<file path="src/rtl/video_sig_recover_if.sv">
// ---------------------------------------------------------------------------
// video_sig_recover_if
// Bundles the sync/data inputs from the video source and the recovered
// timing outputs of video_sig_recover. The master modport is the source side
// (it drives hs/vs/ad and observes results). The slave modport is the
// recovery block.
// Optional macro: TIMING_MEASURE_EN adds h_total_out / v_total_out.
// ---------------------------------------------------------------------------
interface video_sig_recover_if #(
    parameter int H_TOTAL = 1650,
    parameter int V_TOTAL = 750
);
    localparam int HW = $clog2(H_TOTAL);
    localparam int VW = $clog2(V_TOTAL);

    logic          hs_in;
    logic          vs_in;
    logic          ad_in;
    logic [HW-1:0] hcount_out;
    logic [VW-1:0] vcount_out;
    logic          ad_out;
    logic          nf_out;
    logic [5:0]    fc_out;
    logic          line_err_out;
    logic          locked_out;
`ifdef TIMING_MEASURE_EN
    logic [HW:0]   h_total_out;
    logic [VW:0]   v_total_out;

    modport master (
        output hs_in, vs_in, ad_in,
        input  hcount_out, vcount_out, ad_out, nf_out, fc_out,
        input  line_err_out, locked_out, h_total_out, v_total_out
    );
    modport slave (
        input  hs_in, vs_in, ad_in,
        output hcount_out, vcount_out, ad_out, nf_out, fc_out,
        output line_err_out, locked_out, h_total_out, v_total_out
    );
`else
    modport master (
        output hs_in, vs_in, ad_in,
        input  hcount_out, vcount_out, ad_out, nf_out, fc_out,
        input  line_err_out, locked_out
    );
    modport slave (
        input  hs_in, vs_in, ad_in,
        output hcount_out, vcount_out, ad_out, nf_out, fc_out,
        output line_err_out, locked_out
    );
`endif
endinterface

</file>
<file path="src/rtl/video_sig_recover.sv">
// ---------------------------------------------------------------------------
// video_sig_recover
// Receive-side timing recovery. It samples hs/vs/ad once and derives edges
// against that sample. It recovers the active pixel/line coordinates, pulses
// nf_out and advances fc_out on every vs rise, and checks line width and line
// count. It asserts locked_out after LOCK_FRAMES consecutive good frames.
// All outputs are registered, so each output lags its input by one cycle.
// Optional macro: TIMING_MEASURE_EN adds hs-period and lines-per-frame
// measurement (h_total_out / v_total_out). The measurement does not affect lock.
// ---------------------------------------------------------------------------
module video_sig_recover #(
    parameter int ACTIVE_H_PIXELS = 1280,
    parameter int ACTIVE_LINES    = 720,
    parameter int H_TOTAL         = 1650,
    parameter int V_TOTAL         = 750,
    parameter int LOCK_FRAMES     = 2
) (
    input  logic              clk_pixel_in,
    input  logic              rst_in,
    video_sig_recover_if.slave bus
);
    localparam int HW = $clog2(H_TOTAL);
    localparam int VW = $clog2(V_TOTAL);
    localparam int LW = $clog2(LOCK_FRAMES + 1);

    localparam logic [HW-1:0] H_MAX    = HW'(H_TOTAL - 1);
    localparam logic [VW-1:0] V_MAX    = VW'(V_TOTAL - 1);
    localparam logic [HW-1:0] H_ONE    = HW'(1);
    localparam logic [VW-1:0] V_ONE    = VW'(1);
    localparam logic [LW-1:0] L_ONE    = LW'(1);
    localparam logic [LW-1:0] LOCK_MAX = LW'(LOCK_FRAMES);

    logic          r_vs;
    logic          r_ad;
    logic [HW-1:0] r_hcount;
    logic [VW-1:0] r_vcount;
    logic          r_nf;
    logic [5:0]    r_fc;
    logic          r_line_err;
    logic          r_locked;
    logic [LW-1:0] r_lock_cnt;
    logic          r_frame_ok;

    logic          w_ad_rise;
    logic          w_ad_fall;
    logic          w_vs_rise;
    logic [HW-1:0] w_hcount_inc;
    logic [VW-1:0] w_vcount_inc;
    logic [LW-1:0] w_lock_inc;
    logic          w_line_bad;
    logic [VW-1:0] w_lines;
    logic          w_frame_good;

    // Edges compare the live inputs against the previous sample.
    assign w_ad_rise    = bus.ad_in & ~r_ad;
    assign w_ad_fall    = ~bus.ad_in & r_ad;
    assign w_vs_rise    = bus.vs_in & ~r_vs;
    assign w_hcount_inc = (r_hcount == H_MAX) ? r_hcount : r_hcount + H_ONE;
    assign w_vcount_inc = (r_vcount == V_MAX) ? r_vcount : r_vcount + V_ONE;
    assign w_lock_inc   = (r_lock_cnt == LOCK_MAX) ? r_lock_cnt : r_lock_cnt + L_ONE;

    // Line verdict first; the frame verdict then counts the line that is closing now.
    always_comb begin
        // NOTE: every signal driven here gets a default first, so no latch can be inferred.
        w_line_bad = 1'b0;
        w_lines    = r_vcount;
        if (w_ad_fall) begin
            // A saturated hcount means the line overran, so it is always a wrong length.
            w_line_bad = (r_hcount == H_MAX) || (int'(r_hcount) + 1 != ACTIVE_H_PIXELS);
            w_lines    = w_vcount_inc;
        end
        w_frame_good = r_frame_ok && !w_line_bad &&
                       (int'(w_lines) == ACTIVE_LINES) && !bus.ad_in;
    end

    // Input sample stage plus the single-cycle pulse outputs.
    always_ff @(posedge clk_pixel_in) begin
        // NOTE: sequential state uses non-blocking assignments, so every register sees pre-edge values.
        if (rst_in) begin
            r_vs       <= 1'b0;
            r_ad       <= 1'b0;
            r_nf       <= 1'b0;
            r_line_err <= 1'b0;
        end else begin
            r_vs       <= bus.vs_in;
            r_ad       <= bus.ad_in;
            r_nf       <= w_vs_rise;
            r_line_err <= w_line_bad;
        end
    end

    // Pixel and line coordinates inside the active region.
    always_ff @(posedge clk_pixel_in) begin
        if (rst_in) begin
            r_hcount <= '0;
            r_vcount <= '0;
        end else begin
            if (w_ad_rise) begin
                r_hcount <= '0;
            end else if (bus.ad_in && r_ad) begin
                r_hcount <= w_hcount_inc;
            end
            if (w_vs_rise) begin
                r_vcount <= '0;
            end else if (w_ad_fall) begin
                r_vcount <= w_vcount_inc;
            end
        end
    end

    // Frame counting and lock tracking. frame_ok starts cleared, so the partial first frame is always judged bad.
    always_ff @(posedge clk_pixel_in) begin
        if (rst_in) begin
            r_fc       <= '0;
            r_frame_ok <= 1'b0;
            r_lock_cnt <= '0;
            r_locked   <= 1'b0;
        end else if (w_vs_rise) begin
            r_fc       <= r_fc + 6'd1;
            r_frame_ok <= 1'b1;
            if (w_frame_good) begin
                r_lock_cnt <= w_lock_inc;
                r_locked   <= (w_lock_inc == LOCK_MAX);
            end else begin
                r_lock_cnt <= '0;
                r_locked   <= 1'b0;
            end
        end else if (w_line_bad) begin
            r_frame_ok <= 1'b0;
        end
    end

    assign bus.hcount_out   = r_hcount;
    assign bus.vcount_out   = r_vcount;
    assign bus.ad_out       = r_ad;
    assign bus.nf_out       = r_nf;
    assign bus.fc_out       = r_fc;
    assign bus.line_err_out = r_line_err;
    assign bus.locked_out   = r_locked;

`ifdef TIMING_MEASURE_EN
    logic          r_hs;
    logic [HW:0]   r_hcyc;
    logic [HW:0]   r_h_total;
    logic [VW:0]   r_vhs;
    logic [VW:0]   r_v_total;
    logic          w_hs_rise;

    assign w_hs_rise = bus.hs_in & ~r_hs;

    // hs period in cycles and hs rises per frame. An hs rise that coincides with a vs rise belongs to the new frame.
    always_ff @(posedge clk_pixel_in) begin
        if (rst_in) begin
            r_hs      <= 1'b0;
            r_hcyc    <= '0;
            r_h_total <= '0;
            r_vhs     <= '0;
            r_v_total <= '0;
        end else begin
            r_hs <= bus.hs_in;
            if (w_hs_rise) begin
                r_h_total <= r_hcyc;
                r_hcyc    <= (HW+1)'(1);
            end else if (r_hcyc != '1) begin
                r_hcyc <= r_hcyc + (HW+1)'(1);
            end
            if (w_vs_rise) begin
                r_v_total <= r_vhs;
                r_vhs     <= (VW+1)'(w_hs_rise);
            end else if (w_hs_rise && r_vhs != '1) begin
                r_vhs <= r_vhs + (VW+1)'(1);
            end
        end
    end

    assign bus.h_total_out = r_h_total;
    assign bus.v_total_out = r_v_total;
`endif
endmodule

</file>
<file path="src/flat_wrapper.sv">
// flat-port wrapper written by rule: the top's interface ports become plain ports
module video_sig_recover_flat 
#(
    parameter int ACTIVE_H_PIXELS = 1280,
    parameter int ACTIVE_LINES    = 720,
    parameter int H_TOTAL         = 1650,
    parameter int V_TOTAL         = 750,
    parameter int LOCK_FRAMES     = 2
)
  (clk_pixel_in, rst_in, bus_hs_in, bus_vs_in, bus_ad_in, bus_hcount_out, bus_vcount_out, bus_ad_out, bus_nf_out, bus_fc_out, bus_line_err_out, bus_locked_out);
  video_sig_recover_if #(.H_TOTAL(H_TOTAL), .V_TOTAL(V_TOTAL)) bus_i ();
  input  logic clk_pixel_in;
  input  logic rst_in;
  input wire logic [$bits(bus_i.hs_in)-1:0] bus_hs_in;
  input wire logic [$bits(bus_i.vs_in)-1:0] bus_vs_in;
  input wire logic [$bits(bus_i.ad_in)-1:0] bus_ad_in;
  output wire logic [$bits(bus_i.hcount_out)-1:0] bus_hcount_out;
  output wire logic [$bits(bus_i.vcount_out)-1:0] bus_vcount_out;
  output wire logic [$bits(bus_i.ad_out)-1:0] bus_ad_out;
  output wire logic [$bits(bus_i.nf_out)-1:0] bus_nf_out;
  output wire logic [$bits(bus_i.fc_out)-1:0] bus_fc_out;
  output wire logic [$bits(bus_i.line_err_out)-1:0] bus_line_err_out;
  output wire logic [$bits(bus_i.locked_out)-1:0] bus_locked_out;
  assign bus_i.hs_in = bus_hs_in;
  assign bus_i.vs_in = bus_vs_in;
  assign bus_i.ad_in = bus_ad_in;
  assign bus_hcount_out = bus_i.hcount_out;
  assign bus_vcount_out = bus_i.vcount_out;
  assign bus_ad_out = bus_i.ad_out;
  assign bus_nf_out = bus_i.nf_out;
  assign bus_fc_out = bus_i.fc_out;
  assign bus_line_err_out = bus_i.line_err_out;
  assign bus_locked_out = bus_i.locked_out;
  video_sig_recover #(.ACTIVE_H_PIXELS(ACTIVE_H_PIXELS), .ACTIVE_LINES(ACTIVE_LINES), .H_TOTAL(H_TOTAL), .V_TOTAL(V_TOTAL), .LOCK_FRAMES(LOCK_FRAMES)) u_core (.clk_pixel_in(clk_pixel_in), .rst_in(rst_in), .bus(bus_i));
endmodule
</file>
<file path="config.mk">
export PLATFORM = sky130hd
export DESIGN_NAME = video_sig_recover_flat
export DESIGN_NICKNAME = d
export VERILOG_FILES = /design/src/rtl/video_sig_recover_if.sv /design/src/rtl/video_sig_recover.sv /design/src/flat_wrapper.sv
export SDC_FILE = /design/constraint.sdc
export NUM_CORES = 1
export LEC_CHECK = 0
export ABC_AREA = 1
export ABC_CLOCK_PERIOD_IN_PS = 2100
export CAP_MARGIN = 5
export CORE_ASPECT_RATIO = 0.7
export CORE_MARGIN = 10
export CORE_UTILIZATION = 35
export CTS_CLUSTER_DIAMETER = 50
export DETAILED_ROUTE_END_ITERATION = 8
export PLACE_DENSITY_LB_ADDON = 0.25
export SYNTH_ARGS = -nofsm -noshare
export SYNTH_HDL_FRONTEND = slang
export SYNTH_SLANG_ARGS = --single-unit
</file>
<file path="constraint.sdc">
create_clock -name clk_pixel_in -period 2.1 [get_ports clk_pixel_in]
set_input_delay 0.63 -clock clk_pixel_in [delete_from_list [all_inputs] [get_ports clk_pixel_in]]
set_output_delay 0.63 -clock clk_pixel_in [all_outputs]
set_load 0.01 [all_outputs]
</file>
==> flow_summary.toml <==
[timing]
maxSlewHeadroom = 0.7815
rsz0062_at_grt = "no"
setup_ws_ps = 98.73
min_period_over_period = 0.9530
worst_pin_slew_ps = 325.7
max_freq_ghz = 0.4997
fin_skew_ps = 4.082
finalHoldViolations = 0
finalSetupViolCount = 0
period_minus_slack_ps = 2001
final-max-slew-violation-count = 0

[status]
outcome = "finished clean"

[critical_path]
slowest_delay_ps = 600
crit_arrival_ps = 1370
crit_path_cell_trace = "clkdlybuf4s50_1"
crit_required_ps = 1470
cp-start-kind = "register"
path_max_fanout = 5
critical_path_class = "reg -> out"
path_delay_family = "buffers and inverters"
crit_slowest_cell = "clkdlybuf4s50_1"
path_buf_inv = 1
rr_startpoint = "u_core.bus.hcount_out[0]$_SDFFE_PP0P_"
startpoint = "u_core.bus.ad_out$_SDFF_PP0_"
endpoint_kind = "output port"

[floorplanning]
die_h_um = 81.13
die_w_um = 107.3
ios = 36
placementRows = 22
initial_core_util = 0.3591
fp.coreArea_sq_um = 5202
die_area_sq_um = 8706

[pwr]
comb_power_share = 0.082
p_total_uw = 1557
irDropWorstVdd_v = 0.0003659
pwr-share-clk = 0.482
sequentialPowerShare = 0.436
p_int_uw = 1227
p_sw_frac = 0.2118
p_leak_uw = 0.001040
powerDensity_nw_per_um2 = 612.9
p_sw_uw = 329.7

[global_route]
grt_pass1_wl_um = 7879
grtUsageTotal = 0.1103
overflow = 0
grt_max_degree = 13
grt_pass1_vias = 1726
antenna_found_initial = 0

[placement]
pre_cts_slack_ps = -192.5
port_buffers = 34
dp_hpwl_um = 3512
placed_area_sq_um = 2395
place_congestion = 0.8834

[route]
routed_wl_um = 4554
firstDrtPassIters = 4
postRouteAntennaNets = 0
first_iter_violations = 104
wl_per_cell_um = 11.19
viasPerCell = 4.464
drcViolationCount = 0
num_vias = 1817

[yosys]
yosysUniqueCellTypes = 29
synth_area_sq_um = 1868
syn_nets = 292
synthArstFlopShare = 0
synth_seq_area_share = 0.3644
synth-edff-count = 0
synthTopCellsByArea = "dfxtp_1, nand2_1, nor2_1"
syn_area_per_cell_sq_um = 6.648
synth_top_cell_area_share = 0.3644
ys_ff_latch = 34
ys.warnings.count = 0
yosys_most_used_dff = "dfxtp_1"
yosysTopAreaCell = "dfxtp_1"
synthCells = 281

[worst_hold_path]
min_from = "u_core.bus.fc_out[5]$_SDFFE_PP0P_"
hold_path_class = "reg -> reg"

[clock_tree]
htree_levels = 2
cts_buffer_depth = 2
post_cts_buffers = 0
tritoncts = "built"
postCtsHoldBufs = 0
root_buffer = "clkbuf_8"
cts_resized = 0
clkLatencyLatePin_ps = 280
cts_made_buffers = 5
path_clk_slew_ps = 70
cts_sinks = 34

[final_layout]
drive_above_1_share = 0.1313
fin_area_sq_um = 2540
final_nets = 345
final_util = 0.4882
syn_to_final_growth_pct = 35.97
diodes = 0

[job]
max_cap_violations = 0
[cells in the mapped netlist (3+ instances only)]
master / instances
a21oi_1: 17
nand3_2: 3
xor2_1: 3
inv_1: 32
nor2_2: 7
nand4_1: 4
nor3_1: 4
inv_2: 4
o21ai_1: 3
nand2_2: 3
nor2_1: 39
o21ai_0: 14
nand2_1: 67
dfxtp_1: 34
nand3_1: 25
ha_1: 6
[area by class of cell]
type	count	area, sq um
clock buffer	6	82.58
clock inverter	2	60.06
fill	497	2663
inverter	37	138.9
multi-input combinational	206	1025
sequential	34	680.7
tap	72	90.09
timing repair buffer	50	462.9
[flip-flops by register name, indices dropped and copies added (netlist names)]
register and cells:
u_core.r_lock_cnt 2, u_core.r_frame_ok 1, u_core.bus.vcount_out 10, u_core.bus.nf_out 1
u_core.bus.fc_out 6, u_core.bus.hcount_out 11, u_core.bus.ad_out 1, u_core.bus.line_err_out 1
u_core.r_vs 1
[kinds of logic (layout without fill, tap and decap cells)]
kind of cell,after synthesis,after routing,synth area share
simple gates,157,157,0.3791
fa+ha+maj,6,6,0.04019
flops,34,34,0.3644
compound gates,39,39,0.1105
xor+xnor,4,4,0.01876
buf+inv,41,95,0.08707
[worst paths after layout]
check,endpoint,slack (ps),cells past startpoint
hold / removal,u_core.bus.fc_out[5]$_SDFFE_PP0P_,460,2
setup / recovery,bus_ad_out,100,1
hold reg to reg,u_core.bus.fc_out[5]$_SDFFE_PP0P_,460,2
setup reg to reg,u_core.r_lock_cnt[0]$_SDFFE_PP0P_,310,12
[power groups by stage]
stage	combinational (uW)	clock (uW)	sequential (uW)
floorplan	60.8	0	697
global placement	127	0	694
detailed placement	128	0	694
CTS	129	771	679
global route	142	792	682
finish	127	750	679
[layout by cell type (no fill, tap or decap), drive strengths merged]
master,netlist,layout
buf,2,16
a31oi,2,2
a21o,1,1
clkdlybuf4s50,0,33
a21boi,1,1
bufinv,0,2
clkinv,1,1
ha,6,6
nor3,4,4
dlymetal6s2s,0,1
a22o,1,1
inv,36,36
xor2,3,3
a21oi,17,17
o21ai,17,17
nand3,28,28
nand3b,1,1
nand2,71,71
dfxtp,34,34
xnor2,1,1
and3,1,1
nand4,4,4
nor2,48,48
clkbuf,2,6
[layer usage]
| layer | GRT usage | up-vias | wire length [um] |
|---|---|---|---|
| met1 | 0.1463 | 775 | 2323 |
| li1 | - | 1005 | - |
| met3 | 0.04190 | 2 | 327 |
| met5 | 0 | - | 0 |
| met4 | 0.03774 | 0 | 23 |
| met2 | 0.1600 | 35 | 1879 |
[through the flow]
step,setup TNS [ps],instances,hold slack [ps]
after floorplan,0,281,426.1
after global placement,-351.4,399,442.8
after detailed placement,-376.5,399,450.4
after CTS,0,407,462.0
after global routing,0,407,486.8
final,0,407,461.7
No activity file was read; power rests on OpenSTA's default activity.
